## config.mk

```make
export PLATFORM = sky130hd
export DESIGN_NAME = aes_decipher_block
export DESIGN_NICKNAME = d
export VERILOG_FILES = /design/src/rtl/aes_decipher_block.sv
export SDC_FILE = /design/constraint.sdc
export NUM_CORES = 2
export LEC_CHECK = 0
export CAP_MARGIN = 20
export CORE_AREA = 2 2 754 756
export CTS_BUF_LIST = sky130_fd_sc_hd__clkbuf_4
export DETAILED_ROUTE_END_ITERATION = 16
export DIE_AREA = 0 0 756 758
export PLACE_DENSITY_LB_ADDON = 0.25
export SYNTH_ARGS = -nofsm -noshare
export SYNTH_HDL_FRONTEND = slang
export SYNTH_SLANG_ARGS = --single-unit
```

## constraint.sdc

```tcl
create_clock -name clk -period 4.93 [get_ports clk]
set_input_delay 0.7395 -clock clk [delete_from_list [all_inputs] [get_ports clk]]
set_output_delay 0.7395 -clock clk [all_outputs]
set_load 0.01 [all_outputs]
```

## src/rtl/aes_decipher_block.sv

```systemverilog
// aes_decipher_block: iterative AES-128 inverse cipher, one inverse round per clock; define AES_DEC_BUSY_ERR_EN for the sticky busy_err flag
module aes_decipher_block (
    input  logic         clk,
    input  logic         reset_n,
    input  logic [127:0] round_key_0,
    input  logic [127:0] round_key_1,
    input  logic [127:0] round_key_2,
    input  logic [127:0] round_key_3,
    input  logic [127:0] round_key_4,
    input  logic [127:0] round_key_5,
    input  logic [127:0] round_key_6,
    input  logic [127:0] round_key_7,
    input  logic [127:0] round_key_8,
    input  logic [127:0] round_key_9,
    input  logic [127:0] round_key_10,
    input  logic         key_ready,
    input  logic         start,
    input  logic [127:0] input_block,
    output logic [127:0] old_inv_sbox,
    input  logic [127:0] new_inv_sbox,
    output logic [127:0] output_block,
    output logic         ready,
    output logic         valid,
    output logic         busy_err
);
    typedef enum logic [1:0] {IDLE, ROUND, FINAL} fsm_e;
    fsm_e fsm_q, fsm_d;
    logic [127:0] state_q, state_d, out_q, out_d, rk_sel;
    logic [3:0] rnd_q, rnd_d;
    logic valid_q, valid_d, accept;

    // xtime applied to all four byte lanes of a column at once
    function automatic logic [31:0] xt4(input logic [31:0] w);
        logic [31:0] h;
        h = (w >> 7) & 32'h0101_0101;
        return ((w & 32'h7f7f_7f7f) << 1) ^ (h << 4) ^ (h << 3) ^ (h << 1) ^ h;
    endfunction

    // lane i = 0e*a[i] ^ 0b*a[i+1] ^ 0d*a[i+2] ^ 09*a[i+3]; byte rotations align the lanes
    function automatic logic [31:0] inv_mix_col(input logic [31:0] c);
        logic [31:0] x2, x4, x8, me, mb, md, m9;
        x2 = xt4(c);
        x4 = xt4(x2);
        x8 = xt4(x4);
        me = x8 ^ x4 ^ x2;
        mb = x8 ^ x2 ^ c;
        md = x8 ^ x4 ^ c;
        m9 = x8 ^ c;
        return me ^ {mb[23:0], mb[31:24]} ^ {md[15:0], md[31:16]} ^ {m9[7:0], m9[31:8]};
    endfunction

    function automatic logic [127:0] inv_mix_columns(input logic [127:0] s);
        return {inv_mix_col(s[127:96]), inv_mix_col(s[95:64]), inv_mix_col(s[63:32]), inv_mix_col(s[31:0])};
    endfunction

    // row r rotates right by r bytes: out(r,c) = in(r,c-r)
    function automatic logic [127:0] inv_shift_rows(input logic [127:0] s);
        logic [127:0] o;
        o = '0;
        for (int c = 0; c < 4; c++)
            for (int r = 0; r < 4; r++)
                o[127-8*(4*c+r) -: 8] = s[127-8*(4*((c-r+4)%4)+r) -: 8];
        return o;
    endfunction

    assign ready        = (fsm_q == IDLE);
    assign accept       = ready && key_ready && start;
    assign valid        = valid_q;
    assign output_block = out_q;
    assign old_inv_sbox = inv_shift_rows(state_q);

    // round key select on rnd; codes above 10 never occur and fall back to key 0
    always_comb begin
        case (rnd_q)
            4'd1:    rk_sel = round_key_1;
            4'd2:    rk_sel = round_key_2;
            4'd3:    rk_sel = round_key_3;
            4'd4:    rk_sel = round_key_4;
            4'd5:    rk_sel = round_key_5;
            4'd6:    rk_sel = round_key_6;
            4'd7:    rk_sel = round_key_7;
            4'd8:    rk_sel = round_key_8;
            4'd9:    rk_sel = round_key_9;
            4'd10:   rk_sel = round_key_10;
            default: rk_sel = round_key_0;
        endcase
    end

    // FSM next state and datapath: initial whitening, nine full inverse rounds, last round without InvMixColumns
    always_comb begin
        fsm_d   = fsm_q;
        state_d = state_q;
        rnd_d   = rnd_q;
        out_d   = out_q;
        valid_d = 1'b0;
        case (fsm_q)
            IDLE: if (accept) begin
                state_d = input_block ^ round_key_10;
                rnd_d   = 4'd9;
                fsm_d   = ROUND;
            end
            ROUND: begin
                state_d = inv_mix_columns(new_inv_sbox ^ rk_sel);
                if (rnd_q == 4'd1) fsm_d = FINAL;
                else rnd_d = rnd_q - 4'd1;
            end
            FINAL: begin
                out_d   = new_inv_sbox ^ round_key_0;
                valid_d = 1'b1;
                fsm_d   = IDLE;
            end
            default: fsm_d = IDLE;
        endcase
    end

    // state registers; reset discards any block in flight
    always_ff @(posedge clk or negedge reset_n) begin
        if (!reset_n) begin
            fsm_q   <= IDLE;
            state_q <= '0;
            rnd_q   <= '0;
            out_q   <= '0;
            valid_q <= 1'b0;
        end else begin
            fsm_q   <= fsm_d;
            state_q <= state_d;
            rnd_q   <= rnd_d;
            out_q   <= out_d;
            valid_q <= valid_d;
        end
    end

`ifdef AES_DEC_BUSY_ERR_EN
    logic busy_err_q, busy_err_d;

    // start while busy sets the flag; an accepted start clears it and takes priority
    always_comb busy_err_d = accept ? 1'b0 : (busy_err_q || (start && !ready));

    // sticky error flag register
    always_ff @(posedge clk or negedge reset_n) begin
        if (!reset_n) busy_err_q <= 1'b0;
        else busy_err_q <= busy_err_d;
    end

    assign busy_err = busy_err_q;
`else
    assign busy_err = 1'b0;
`endif
endmodule

```

==> impl_metrics.toml <==
[status]
status = "finished, violations left"
failed_checks = "negative setup slack"

[synthesis]
synth_nets = 5257
synth.area.top_cells = "xnor2_1 20%, dfrtp_1 20%, xnor3_1 5.9%"
synth.distinct_cells = 85
ys_top_cells_by_count = "772 x xnor2_1, 321 x nand2_1, 268 x o21ai_0"
async_reset_ff_share_pct = 100
synth_top_area_share_pct = 20.2
syn_area_sq_um = 33500
synth_area_per_cell_sq_um = 9.34
ys_warn_count = 0
synth_most_common_cell = "xnor2_1"
synth-seq-cells = 263
synth_edf_count = 0
netlist_instances = 3585
yosys.area.top_type = "xnor2_1"
synth_ff_type = "dfrtp_1"
yosysSeqAreaShare_pct = 19.7

[cells_and_area]
post-route-cell-area_sq_um = 74400
syn_to_final_growth_pct = 122
fin_nets = 8029
final_util_pct = 13.2
drive_above_1_share_pct = 23.6

[timing]
worst_pin_slew_ps = 1440
rsz0062_at_grt = "true"
finalHoldViolations = 0
setup_violations = 4
fmax_mhz = 199
worst_slack_ps = -95.7
slew_violations = 0
finalCriticalPeriod_ps = 5030
skew_ps = 354
slew_headroom_pct = 4.30
fin_crit_sh_pct = 102

[detailed_routing]
vias = 46800
drc_errors = 0
ant_nets = 0
drtPass1Iterations = 6
viasPerCell = 3.30
drt_iter0_markers = 4852
wire_per_inst_microns = 42.9
wirelength_microns = 608000

[grt]
grt_usage_pct = 20.3
antenna_found_initial = 514
grt_overflow_total = 0
first_global_vias = 46200
grt_pass1_wl_microns = 708000
grt_max_degree = 129

[setup_path]
critPathMaxStageDelay_ps = 890
end_kind = "register"
cp_slowest_cell = "a222oi_1"
arrival_ps = 6000
crit_fanout = 19
cp_data_required_time_ps = 5900
startpoint_type = "register"
critPathKind = "register to register"
cp_cell_sequence = "buf_6, ha_4, buf_12, buf_16, buf_16, a222oi_1, buf_4, a21oi_1, a22o_1, a211oi_2, buf_4, xor3_2, xnor2_4, buf_12, buf_4, xnor2_4, xnor2_2, buf_12, a21o_1"

[placed_design]
dpl_cell_area_sq_um = 68500
dpl_worst_slack_ps = -1180
gp_congestion = 0.911
hpwl_microns = 542000
io_buffer_count = 1925

[floorplanning]
rows = 276
ios = 1927
start_util_pct = 5.93
coreArea_sq_um = 564000
dieArea_sq_um = 573000
die_width_microns = 756
die_h_microns = 758

[cts]
cts.sinks = 263
clockBufferDepth = 4
clk_latency_ps = 1370
cts_inserted_buffers = 108
cts_tree = "built"
root_buffer = "clkbuf_4"
clkTransAtPathRegs_ps = 70
cts.htree.levels = 3

[worst_hold_path]
hold_path.class = "primary input to register"

[job]
drv_cap = 0
## layout by cell type (no fill, tap or decap), drive strengths merged, types with 110 or more instances in the layout
master         count
clkbuf           157
dfrtp            263
o21ai            306
o211ai           124
xnor2            831
dlygate4sd3      110
clkdlybuf4s50   1924
buf              925
a22oi            192
diode            232
nand2            321
xor2             194
## sequential cells by signal, summed over array words and instances (netlist names)
name          cells
valid             1
fsm_q             2
output_block    128
state_q         128
rnd_q             4
## per-layer routing
| metal | up-vias | global-route usage, % | share of wire [%] |
|---|---|---|---|
| met5 | - | 0 | 0.32 |
| met2 | 2870 | 31.7 | 43 |
| met1 | 23400 | 25.8 | 43 |
| met4 | 300 | 5.87 | 3.7 |
| met3 | 928 | 7.74 | 9.9 |
| li1 | 19200 | - | - |
## worst max-delay path: cells and delay by family (launching register included)
family,cells,cell delay (ps)
DFF,1,400
AOI/OAI and AO/OA,5,1500
buffers and inverters,9,1650
xor gates and xnor gates,4,780
adders and majority gates,1,170
## worst paths after layout
| check | from | end | slack (ps) | cells past startpoint |
|---|---|---|---|---|
| setup / recovery | rnd_q[0]$_DFFE_PN0P_ | state_q[10]$_DFFE_PN0P_ | -100 | 19 |
| hold / removal | new_inv_sbox[18] | output_block[18]$_DFFE_PN0P_ | 260 | 3 |
| setup reg to reg | rnd_q[0]$_DFFE_PN0P_ | state_q[10]$_DFFE_PN0P_ | -100 | 19 |
| hold reg to reg | output_block[66]$_DFFE_PN0P_ | output_block[66]$_DFFE_PN0P_ | 480 | 2 |
| max in group asynchronous | reset_n | state_q[51]$_DFFE_PN0P_ | 3030 | 4 |
| min in group asynchronous | reset_n | output_block[121]$_DFFE_PN0P_ | 750 | 3 |
## metrics by stage
step / hold WS, ps / cells / TNS, ps
after floorplan: 444 / 3585 / 0
after global placement: 462 / 13500 / -50320
after detailed placement: 469 / 13600 / -37710
after CTS: 0.121 / 13900 / -614
after global routing: 114 / 14000 / -1490
final: 257 / 14200 / -252
## what timing repair did
item	CTS	global route
gates cloned	2	3
resized for setup	204	122
endpoints found under the setup margin	99	66
hold buffers	111	0
endpoints found under the hold margin	283	0
setup buffers	47	39
pin swaps	65	80
## final cells by class
class | instances | area [sq um]
Antenna cell | 232 | 581
Clock buffer | 154 | 1160
Clock inverter | 25 | 133
Fill cell | 64800 | 490000
Inverter | 12 | 71.3
Multi-Input combinational cell | 3008 | 27100
Sequential cell | 263 | 6590
Tap cell | 7506 | 9390
Timing Repair Buffer | 2964 | 29400
## kinds of logic after synthesis
group / synth area share (%)
XOR/XNOR: 36.5
AO/OA/AOI/OAI: 26.8
buffers and inverters: 5.91
adder cells (fa/ha/maj): 0.149
flip-flops: 19.7
other: 0.0112
multiplexers: 4.26
AND/OR/NAND/NOR: 6.65
Power is not shown: default switching activity piles up to over one toggle a cycle in this logic, so the estimate is an artifact.
